File: config.mk
export PLATFORM = sky130hd
export DESIGN_NAME = centroid_marker_overlay
export DESIGN_NICKNAME = d
export VERILOG_FILES = /design/src/rtl/centroid_marker_overlay.sv
export SDC_FILE = /design/constraint.sdc
export NUM_CORES = 1
export LEC_CHECK = 0
export ABC_AREA = 1
export BUFFER_PORTS_ARGS = -buffer_cell sky130_fd_sc_hd__buf_2
export CORE_UTILIZATION = 66
export CTS_CLUSTER_DIAMETER = 40
export DETAILED_ROUTE_END_ITERATION = 6
export GPL_TIMING_DRIVEN = 1
export MAX_ROUTING_LAYER = met4
export PLACE_DENSITY = 0.86
export SLEW_MARGIN = 10
export SYNTH_ARGS = -nofsm -noshare
export SYNTH_HDL_FRONTEND = slang
export SYNTH_SLANG_ARGS = --single-unit
File: constraint.sdc
create_clock -name clk_in -period 10.7 [get_ports clk_in]
set_input_delay 2.14 -clock clk_in [delete_from_list [all_inputs] [get_ports clk_in]]
set_output_delay 2.14 -clock clk_in [all_outputs]
set_load 0.005 [all_outputs]
File: src/rtl/centroid_marker_overlay.sv
// centroid_marker_overlay
//   Draws crosshair markers at up to four player centroids over a streamed
//   pixel coordinate. Incoming centroids are held in a pending buffer and
//   become visible only at a frame boundary, so a marker never tears
//   mid-frame. Markers are hidden once STALE_FRAMES frames pass without a
//   committed update.
// Ports:
//   clk_in, rst_in            clock, asynchronous active-high reset
//   centroid_x_in/_y_in       per-player centroid (4 entries)
//   centroid_valid_in         one-cycle strobe, centroids valid
//   num_players_in            enabled players minus one (latched per frame)
//   new_frame_in              frame-start pulse, coincident with pixel (0,0)
//   hcount_in/vcount_in       pixel coordinate, qualified by pixel_valid_in
//   marker_out/player_out     pixel hit and owning player (2-cycle latency)
//   valid_out                 pixel_valid_in delayed by 2 cycles
//   active_out                markers currently visible
module centroid_marker_overlay #(
  parameter int unsigned MARKER_HALF  = 8,
  parameter int unsigned MARKER_THICK = 1,
  parameter int unsigned STALE_FRAMES = 4
) (
  input  logic             clk_in,
  input  logic             rst_in,
  input  logic [3:0][10:0] centroid_x_in,
  input  logic [3:0][9:0]  centroid_y_in,
  input  logic             centroid_valid_in,
  input  logic [1:0]       num_players_in,
  input  logic             new_frame_in,
  input  logic [10:0]      hcount_in,
  input  logic [9:0]       vcount_in,
  input  logic             pixel_valid_in,
  output logic             marker_out,
  output logic [1:0]       player_out,
  output logic             valid_out,
  output logic             active_out
);

  localparam logic [3:0]  STALE_MAX = 4'(STALE_FRAMES);
  localparam logic [11:0] HALF      = 12'(MARKER_HALF);
  localparam logic [11:0] THICK     = 12'(MARKER_THICK);

  logic [3:0][10:0] pend_x, act_x;
  logic [3:0][9:0]  pend_y, act_y;
  logic             pending_flag;
  logic             ever_committed;
  logic [3:0]       stale_count;
  logic [1:0]       active_num;

  logic [10:0]      s1_h;
  logic [9:0]       s1_v;
  logic             s1_valid;

  logic             commit;
  logic [3:0]       stale_next;
  logic             ever_next;
  logic [3:0]       hit;
  logic [1:0]       first_hit;
  logic             draw;

  function automatic logic [11:0] abs_diff(input logic [11:0] a, input logic [11:0] b);
    return (a >= b) ? (a - b) : (b - a);
  endfunction

  assign commit = new_frame_in && (pending_flag || centroid_valid_in);

  always_comb begin
    stale_next = stale_count;
    ever_next  = ever_committed;
    if (commit) begin
      stale_next = '0;
      ever_next  = 1'b1;
    end else if (new_frame_in && (stale_count < STALE_MAX)) begin
      stale_next = stale_count + 4'd1;
    end
  end

  // Centroid capture / commit. active_out is registered from the next-state
  // values so it changes on the same edge as the commit or increment.
  always_ff @(posedge clk_in or posedge rst_in) begin
    if (rst_in) begin
      pend_x         <= '0;
      pend_y         <= '0;
      act_x          <= '0;
      act_y          <= '0;
      pending_flag   <= 1'b0;
      ever_committed <= 1'b0;
      stale_count    <= STALE_MAX;
      active_num     <= '0;
      active_out     <= 1'b0;
    end else begin
      if (centroid_valid_in) begin
        pend_x       <= centroid_x_in;
        pend_y       <= centroid_y_in;
        pending_flag <= 1'b1;
      end
      if (new_frame_in) begin
        active_num <= num_players_in;
      end
      if (commit) begin
        pending_flag <= 1'b0;
        act_x        <= centroid_valid_in ? centroid_x_in : pend_x;
        act_y        <= centroid_valid_in ? centroid_y_in : pend_y;
      end
      stale_count    <= stale_next;
      ever_committed <= ever_next;
      active_out     <= ever_next && (stale_next < STALE_MAX);
    end
  end

  // Stage 1 register; hit test runs on the registered coordinate so a pixel
  // arriving with new_frame_in is compared against the freshly committed set.
  always_ff @(posedge clk_in or posedge rst_in) begin
    if (rst_in) begin
      s1_h     <= '0;
      s1_v     <= '0;
      s1_valid <= 1'b0;
    end else begin
      s1_h     <= hcount_in;
      s1_v     <= vcount_in;
      s1_valid <= pixel_valid_in;
    end
  end

  always_comb begin
    hit = '0;
    for (int unsigned p = 0; p < 4; p++) begin
      logic [11:0] dx;
      logic [11:0] dy;
      dx = abs_diff({1'b0, s1_h}, {1'b0, act_x[p]});
      dy = abs_diff({2'b00, s1_v}, {2'b00, act_y[p]});
      if (2'(p) <= active_num) begin
        hit[p] = ((dx <= HALF) && (dy <= THICK)) || ((dy <= HALF) && (dx <= THICK));
      end
    end
  end

  // Lowest index wins: scan from 3 down so player 0 overwrites last.
  always_comb begin
    first_hit = '0;
    for (int unsigned k = 0; k < 4; k++) begin
      if (hit[3 - k]) begin
        first_hit = 2'(3 - k);
      end
    end
  end

  assign draw = s1_valid && active_out && (|hit);

  always_ff @(posedge clk_in or posedge rst_in) begin
    if (rst_in) begin
      marker_out <= 1'b0;
      player_out <= '0;
      valid_out  <= 1'b0;
    end else begin
      marker_out <= draw;
      player_out <= draw ? first_hit : '0;
      valid_out  <= s1_valid;
    end
  end

endmodule

==> impl_metrics.xml, run 1 <==
<?xml version="1.0" encoding="UTF-8"?>
<metrics>
  <group name="cts">
    <metric name="numCtsBuffers" unit="">34</metric>
    <metric name="h-tree-depth" unit="">2</metric>
    <metric name="clock_tree.root_cell" unit="">clkbuf_16</metric>
    <metric name="cts_hold_buffers" unit="">0</metric>
    <metric name="cts_sinks" unit="">203</metric>
    <metric name="cts.reportedPaths.clkPinSlew" unit="ns">0.05</metric>
    <metric name="post_cts.repair.setup_buffers" unit="">0</metric>
    <metric name="cts-resized-gates" unit="">0</metric>
    <metric name="clockBufferDepth" unit="">3</metric>
    <metric name="cts_tree" unit="">yes</metric>
    <metric name="worst_skew_pair.late_latency" unit="ns">0.52</metric>
  </group>
  <group name="drt">
    <metric name="post_detailed_routing_wire_length" unit="um">50100</metric>
    <metric name="dr_pass1_iterations" unit="">6</metric>
    <metric name="routed_via_density" unit="">5.57</metric>
    <metric name="drc_errors" unit="">0</metric>
    <metric name="wl_per_cell" unit="um">16.5</metric>
    <metric name="vias" unit="">16954</metric>
    <metric name="first_iter_violations" unit="">1729</metric>
    <metric name="postRouteAntennaNets" unit="">0</metric>
  </group>
  <group name="synth">
    <metric name="syn_avg_cell_area" unit="um^2">6.80</metric>
    <metric name="post_synth_main_area_contributors" unit="">dfrtp_1 29%, nand2_1 19%, ha_1 12%, inv_1 9.0%, mux2_2 5.4%</metric>
    <metric name="ys_seq_elements" unit="">203</metric>
    <metric name="yosys.area.top_type" unit="">dfrtp_1</metric>
    <metric name="ys_dominant_reg_cell" unit="">dfrtp_1</metric>
    <metric name="synth-edff-count" unit="">0</metric>
    <metric name="seq_area_frac_synth" unit="%">29.0</metric>
    <metric name="synth.most_common_cell" unit="">nand2_1</metric>
    <metric name="netlist_area" unit="um^2">17500</metric>
    <metric name="async_reset_ff_share" unit="%">100</metric>
    <metric name="synth.yosys.warnings" unit="">0</metric>
    <metric name="synth.top_cell.area_share" unit="%">28.8</metric>
    <metric name="synthesis.nets" unit="">2877</metric>
    <metric name="synth.cells.most_frequent" unit="">883 x nand2_1, 420 x inv_1, 202 x dfrtp_1</metric>
    <metric name="postSynthCellCount" unit="">2580</metric>
    <metric name="yosysUniqueCellTypes" unit="">45</metric>
  </group>
  <group name="floorplan">
    <metric name="floorplan.die.height" unit="um">165</metric>
    <metric name="die_area" unit="um^2">27200</metric>
    <metric name="dieWidth" unit="um">165</metric>
    <metric name="io-pin-count" unit="">117</metric>
    <metric name="core_area" unit="um^2">26100</metric>
    <metric name="rows" unit="">59</metric>
    <metric name="initial_core_util" unit="%">67.3</metric>
  </group>
  <group name="timing">
    <metric name="fin_hold_ws" unit="ns">0.472</metric>
    <metric name="maxClockFrequency" unit="MHz">219</metric>
    <metric name="final.period_utilization" unit="%">42.7</metric>
    <metric name="setup_violations" unit="">0</metric>
    <metric name="maxSlewHeadroom" unit="%">19.3</metric>
    <metric name="final.setup.worst_slack" unit="ns">6.13</metric>
    <metric name="finalClockSkew" unit="ns">0.0208</metric>
    <metric name="fin_tns_setup" unit="ns">0</metric>
    <metric name="timing.final.hold_violations" unit="">0</metric>
    <metric name="layout_min_cycle_time" unit="ns">4.57</metric>
    <metric name="grt_setup_unrepaired" unit="">no</metric>
    <metric name="slew_violations" unit="">0</metric>
    <metric name="slew_worst_pin" unit="ns">1.21</metric>
  </group>
  <group name="grt">
    <metric name="grt-ovfl-total" unit="">0</metric>
    <metric name="grt_first_pass_wirelength" unit="um">79300</metric>
    <metric name="via_count_of_the_first_global_routing_pass" unit="">15901</metric>
    <metric name="pin_count_of_the_biggest_net_entering_global_routing" unit="">131</metric>
    <metric name="grt_use_total" unit="%">38.3</metric>
    <metric name="grt_antenna_before_repair" unit="">3</metric>
  </group>
  <group name="power_and_ir_drop">
    <metric name="power.leakage" unit="nW">10.9</metric>
    <metric name="vdd_ir_drop_max" unit="uV">163</metric>
    <metric name="report.power.total" unit="W">0.00351</metric>
    <metric name="power_density" unit="nW/um^2">180</metric>
  </group>
  <group name="place">
    <metric name="detailedPlace.worstSlack" unit="ns">5.59</metric>
    <metric name="dp.final_hpwl" unit="um">38400</metric>
    <metric name="place.port_buffers" unit="">116</metric>
    <metric name="place.gp.congestion" unit="">0.988</metric>
  </group>
  <group name="worst_setup_path">
    <metric name="crit_type" unit="">in2reg</metric>
    <metric name="critical_path.top_delay_family" unit="">buffers and inverters</metric>
    <metric name="cp-end-kind" unit="">register</metric>
    <metric name="worst_ep_arrival_time" unit="ns">4.98</metric>
    <metric name="timing.critical_path.fanout_max" unit="">117</metric>
    <metric name="slowest_stage" unit="">buf_4</metric>
    <metric name="critPathRequiredTime" unit="ns">11.11</metric>
    <metric name="worst-path-buf-inv" unit="">2</metric>
    <metric name="timing.critical_path.from_type" unit="">primary input</metric>
    <metric name="path_cells" unit="">buf_4 &gt; nor2_1 &gt; nor2_4 &gt; buf_4 &gt; o21ai_0 &gt; o21a_1</metric>
    <metric name="worst_path_largest_cell_delay" unit="ns">0.96</metric>
    <metric name="critical-path-top-cell-by-count" unit="">buf_4</metric>
  </group>
  <group name="run_status">
    <metric name="result_of_the_run" unit="">finished, final reports clean</metric>
  </group>
  <group name="layout">
    <metric name="n_fill_cell" unit="">2076</metric>
    <metric name="nets" unit="">2979</metric>
    <metric name="synthToLayoutAreaGrowth" unit="%">11.3</metric>
    <metric name="share_of_final_layout_standard_cells_stronger_than_drive_strength_1" unit="%">11.2</metric>
  </group>
  <group name="min_path">
    <metric name="min-delay-path-class" unit="">reg2reg</metric>
  </group>
  <group name="flow_run">
    <metric name="drv_cap" unit="">0</metric>
  </group>
</metrics>
-- final timing paths --
path | start | end | slack, ns | cells after the start
setup / recovery | centroid_valid_in | stale_count[0] | 6.13 | 6
hold reg to reg | ever_committed | ever_committed | 0.47 | 1
min in group asynchronous | rst_in | pend_y[15] | 1.80 | 2
hold / removal | ever_committed | ever_committed | 0.47 | 1
setup reg to reg | s1_h[1] | player_out[0] | 7.00 | 18
max in group asynchronous | rst_in | act_x[30] | 7.38 | 3
-- through the flow --
stage               utilization (%)  instance area (um^2)  instances
finish                         74.9                 19500       3045
global route                   74.9                 19500       3045
CTS                            74.9                 19500       3042
detailed placement             70.2                 18300       2981
global placement               70.2                 18300       2981
floorplan                         -                 17500       2580
-- where the power goes --
part | total, W | internal (W) | switching (W)
combinational | 0.00143 | 0.000487 | 0.000944
sequential | 0.000926 | 0.000863 | 0.0000633
clock | 0.00116 | 0.000728 | 0.000428
-- state kept, by name (all words and copies together) (netlist names) --
signal / cells
act_x: 44
pend_x: 44
act_y: 40
pend_y: 40
s1_h: 11
s1_v: 10
stale_count: 4
active_num: 2
player_out: 2
active_out: 1
ever_committed: 1
marker_out: 1
pending_flag: 1
s1_valid: 1
valid_out: 1
-- cell families after synthesis --
| family | after synthesis | synth area share, % |
|---|---|---|
| muxes | 84 | 5.40 |
| xor gates and xnor gates | 31 | 1.55 |
| adders and majority gates | 185 | 13.9 |
| DFF | 203 | 29.0 |
| and+or+nand+nor | 1345 | 31.6 |
| buffers and inverters | 474 | 10.6 |
| AOI/OAI and AO/OA | 258 | 7.96 |
-- worst reg2reg max path, delay by kind of cell (launching register included) --
family,cells,cell delay [ns]
buffers and inverters,3,0.63
adders and majority gates,1,0.58
DFF,1,0.75
and+or+nand+nor,14,1.64
-- per-layer routing --
metal | vias up | share of wire [%] | track usage [%]
li1 | 8278 | - | -
met1 | 7724 | 43 | 49.4
met2 | 798 | 45 | 60.9
met3 | 154 | 8.0 | 5.52
met4 | 0 | 4.0 | 14.5
met5 | - | 0 | -
-- cells in the final DEF, fill, tap and decap left out, types with 3 or more instances in the layout --
cell type,count
xnor2_1,9
o21ai_0,130
nand4_1,33
a21oi_1,93
buf_2,115
nor2_4,4
nor3_1,5
diode_2,3
nand3_1,186
fa_1,16
clkinvlp_4,3
xor2_1,22
nand3b_1,12
o21ai_1,4
a31oi_1,3
a21o_1,4
and2_1,3
inv_1,419
ha_1,169
nand2_1,883
dfrtp_1,202
inv_8,5
or2_2,9
clkinv_8,4
clkbuf_16,35
o21bai_1,11
nor2_1,187
bufinv_16,4
o211ai_1,5
nand2_2,14
buf_4,4
inv_6,4
mux2_2,84
-- final cells by class --
| class | count | area [um^2] | share of cell area [%] |
|---|---|---|---|
| antenna | 3 | 7.51 | 0.0385 |
| clock buffer | 39 | 911 | 4.67 |
| clock inverter | 22 | 307 | 1.57 |
| inverter | 421 | 1590 | 8.13 |
| multi-input combinational | 1903 | 10600 | 54.3 |
| sequential | 203 | 5080 | 26.0 |
| tap | 335 | 419 | 2.15 |
| timing repair buffer | 119 | 606 | 3.10 |
Power figures use the tool's default switching activity.
==> run 2: changes to the inputs <==
--- a/config.mk
+++ b/config.mk
@@ -7,12 +7,12 @@
 export LEC_CHECK = 0
 export ABC_AREA = 1
 export BUFFER_PORTS_ARGS = -buffer_cell sky130_fd_sc_hd__buf_2
-export CORE_UTILIZATION = 66
+export CORE_UTILIZATION = 57
 export CTS_CLUSTER_DIAMETER = 40
 export DETAILED_ROUTE_END_ITERATION = 6
 export GPL_TIMING_DRIVEN = 1
 export MAX_ROUTING_LAYER = met4
-export PLACE_DENSITY = 0.86
+export PLACE_DENSITY = 0.79
 export SLEW_MARGIN = 10
 export SYNTH_ARGS = -nofsm -noshare
 export SYNTH_HDL_FRONTEND = slang
==> constraint.sdc (replaced) <==
create_clock -name clk_in -period 3.69 [get_ports clk_in]
set_input_delay 0.738 -clock clk_in [delete_from_list [all_inputs] [get_ports clk_in]]
set_output_delay 0.738 -clock clk_in [all_outputs]
set_load 0.005 [all_outputs]
==> run 2 against run 1 <==
  * Die area up 16%
  * Combinational power rose to 2.9 times the previous value
  * Via count shrank 2.3%
  * Clock skew decreased by 0.0077 ns
  * Worst setup slack worse by 5.5 ns
  * Largest power group unchanged
==> impl_metrics.xml, run 2 (same netlist as run 1, synthesis figures left out) <==
<?xml version="1.0" encoding="UTF-8"?>
<metrics>
  <group name="run_status">
    <metric name="result_of_the_run" unit="">finished, final reports clean</metric>
  </group>
  <group name="power_and_ir_drop">
    <metric name="p_int" unit="W">0.00595</metric>
    <metric name="power_frac_seq" unit="%">26.3</metric>
    <metric name="power_switching" unit="W">0.00418</metric>
    <metric name="power_density" unit="nW/um^2">516</metric>
    <metric name="vdd_ir_drop_max" unit="uV">465</metric>
    <metric name="power.leakage" unit="nW">10.9</metric>
    <metric name="power.switching_fraction" unit="%">41.3</metric>
    <metric name="clock_power_share" unit="%">32.5</metric>
    <metric name="power.combinational.fraction" unit="%">41.2</metric>
    <metric name="report.power.total" unit="W">0.0101</metric>
  </group>
  <group name="layout">
    <metric name="register_area" unit="um^2">5080</metric>
    <metric name="n_fill_cell" unit="">2732</metric>
    <metric name="reg_top3" unit="">act_x x44, pend_x x44</metric>
    <metric name="synthToLayoutAreaGrowth" unit="%">12.1</metric>
    <metric name="share_of_final_layout_standard_cells_stronger_than_drive_strength_1" unit="%">11.5</metric>
    <metric name="insertedDiodeCount" unit="">0</metric>
    <metric name="nets" unit="">2985</metric>
    <metric name="multi_input_comb_area" unit="um^2">10600</metric>
    <metric name="layout_common_cells" unit="">883 x nand2_1, 419 x inv_1, 202 x dfrtp_1</metric>
    <metric name="mostFrequentLayoutCell" unit="">nand2_1</metric>
  </group>
  <group name="timing">
    <metric name="maxClockFrequency" unit="MHz">325</metric>
    <metric name="slew_violations" unit="">0</metric>
    <metric name="layout_min_cycle_time" unit="ns">3.08</metric>
    <metric name="timing.final.hold_violations" unit="">0</metric>
    <metric name="maxSlewHeadroom" unit="%">50.5</metric>
    <metric name="setup_violations" unit="">0</metric>
    <metric name="grt_setup_unrepaired" unit="">no</metric>
    <metric name="fin_tns_setup" unit="ns">0</metric>
    <metric name="final.period_utilization" unit="%">83.5</metric>
    <metric name="slew_worst_pin" unit="ns">0.740</metric>
    <metric name="finalClockSkew" unit="ns">0.0132</metric>
  </group>
  <group name="grt">
    <metric name="grt_antenna_before_repair" unit="">0</metric>
    <metric name="grt_use_total" unit="%">34.3</metric>
    <metric name="grt-ovfl-total" unit="">0</metric>
    <metric name="pin_count_of_the_biggest_net_entering_global_routing" unit="">127</metric>
    <metric name="grt_first_pass_wirelength" unit="um">82400</metric>
    <metric name="via_count_of_the_first_global_routing_pass" unit="">16364</metric>
  </group>
  <group name="worst_setup_path">
    <metric name="worst_ep_arrival_time" unit="ns">3.53</metric>
    <metric name="timing.critical_path.fanout_max" unit="">13</metric>
    <metric name="critPathRequiredTime" unit="ns">4.14</metric>
    <metric name="rr_startpoint" unit="">s1_h[9]</metric>
    <metric name="cp-startpoint" unit="">s1_h[9]</metric>
    <metric name="timing.critical_path.from_type" unit="">register</metric>
    <metric name="worst-r2r-setup-slack" unit="ns">0.61</metric>
    <metric name="timing.reg2reg.worst_path_depth" unit="">14</metric>
    <metric name="critical_r2r_capture" unit="">player_out[0]</metric>
    <metric name="cp-end-kind" unit="">register</metric>
    <metric name="crit_type" unit="">reg2reg</metric>
  </group>
  <group name="drt">
    <metric name="vias" unit="">16563</metric>
    <metric name="post_detailed_routing_wire_length" unit="um">51100</metric>
    <metric name="dr_pass1_iterations" unit="">6</metric>
    <metric name="first_iter_violations" unit="">1357</metric>
    <metric name="drc_errors" unit="">0</metric>
    <metric name="postRouteAntennaNets" unit="">0</metric>
    <metric name="routed_via_density" unit="">5.34</metric>
    <metric name="wl_per_cell" unit="um">16.5</metric>
  </group>
  <group name="min_path">
    <metric name="timing.hold.worst_path_depth" unit="">1</metric>
    <metric name="min_from" unit="">vcount_in[7]</metric>
    <metric name="min_delay_worst_endpoint" unit="">s1_v[7]</metric>
    <metric name="min-delay-path-class" unit="">in2reg</metric>
  </group>
  <group name="cts">
    <metric name="cts_tree" unit="">yes</metric>
    <metric name="post_cts.repair.setup_buffers" unit="">0</metric>
    <metric name="cts_hold_buffers" unit="">0</metric>
    <metric name="cts-resized-gates" unit="">0</metric>
    <metric name="cts_sinks" unit="">203</metric>
    <metric name="numCtsBuffers" unit="">34</metric>
    <metric name="clockBufferDepth" unit="">3</metric>
    <metric name="h-tree-depth" unit="">2</metric>
    <metric name="cts.reportedPaths.clkPinSlew" unit="ns">0.06</metric>
    <metric name="worst_skew_pair.late_latency" unit="ns">0.51</metric>
    <metric name="clock_tree.root_cell" unit="">clkbuf_16</metric>
  </group>
  <group name="place">
    <metric name="place.gp.congestion" unit="">0.973</metric>
    <metric name="dp.final_hpwl" unit="um">40600</metric>
    <metric name="place.port_buffers" unit="">116</metric>
  </group>
  <group name="floorplan">
    <metric name="dieWidth" unit="um">177</metric>
    <metric name="floorplan.die.height" unit="um">177</metric>
    <metric name="io-pin-count" unit="">117</metric>
    <metric name="die_area" unit="um^2">31500</metric>
    <metric name="rows" unit="">63</metric>
    <metric name="core_area" unit="um^2">30000</metric>
    <metric name="initial_core_util" unit="%">58.5</metric>
  </group>
  <group name="flow_run">
    <metric name="drv_cap" unit="">0</metric>
  </group>
</metrics>
==> run 2: cell types whose count changed in the layout (fill, tap and decap cells not counted), sizes merged <==
| cell | before | now |
|---|---|---|
| diode | 3 | 0 |
| buf | 119 | 125 |
| clkbuf | 39 | 36 |
| clkinvlp | 3 | 4 |
| inv | 429 | 432 |
| bufinv | 4 | 3 |
==> run 2: area by class of cell <==
class | count | share of cell area [%]
Timing Repair Buffer | 125 | 3.63
Clock inverter | 25 | 1.50
Sequential cell | 203 | 25.9
Tap cell | 390 | 2.48
Clock buffer | 36 | 4.53
Multi-Input combinational cell | 1903 | 53.9
Inverter | 421 | 8.06
==> run 2: how the worst max path moves through the flow <==
stage | end | slack, ns | cells past startpoint
2_1_floorplan | act_x[0] | 0.32 | 1
3_3_place_gp | player_out[0] | 0.63 | 14
3_5_place_dp | player_out[0] | 0.65 | 14
4_1_cts | player_out[0] | 0.63 | 14
5_1_grt | player_out[0] | 0.35 | 14
6_report | player_out[0] | 0.61 | 14
==> run 2: per-layer routing <==
metal | GRT usage, % | routed length, um
met1 | 43.5 | 22400
met2 | 55.3 | 23200
met3 | 4.99 | 3190
met4 | 13.0 | 2260
met5 | - | 0
==> run 2: metrics by stage <==
stage          setup WS (ns)  util [%]  std cells  cell area [um^2]  hold slack (ns)
5_1_grt                0.348      65.6       3103             19700            0.317
2_1_floorplan          0.323         -       2580             17500            0.354
3_5_place_dp           0.651      61.7       3042             18500            0.384
4_1_cts                0.626      65.6       3103             19700            0.314
3_3_place_gp           0.634      61.7       3042             18500            0.362
6_report               0.609      65.6       3103             19700            0.328
==> run 2: power by group through the flow <==
stage	logic, W	registers (W)	clock network, W
final	0.00418	0.00266	0.00329
after global routing	0.00475	0.00270	0.00344
after CTS	0.00411	0.00267	0.00334
after detailed placement	0.00407	0.00270	0
after global placement	0.00403	0.00268	0
after floorplan	0.00313	0.00265	0
==> run 2: worst max-delay path, cell delays in order, from the launching register on <==
cell	delay, ns
dfrtp_1	0.52
ha_1	0.46
nand2_1	0.09
nand2_1	0.07
a21oi_1	0.32
nand3_2	0.32
o21ai_0	0.45
nand2_1	0.10
nand2_1	0.07
inv_1	0.04
nor2_1	0.12
nand4_1	0.15
nand2_1	0.13
o21ai_1	0.10
nor2_1	0.08
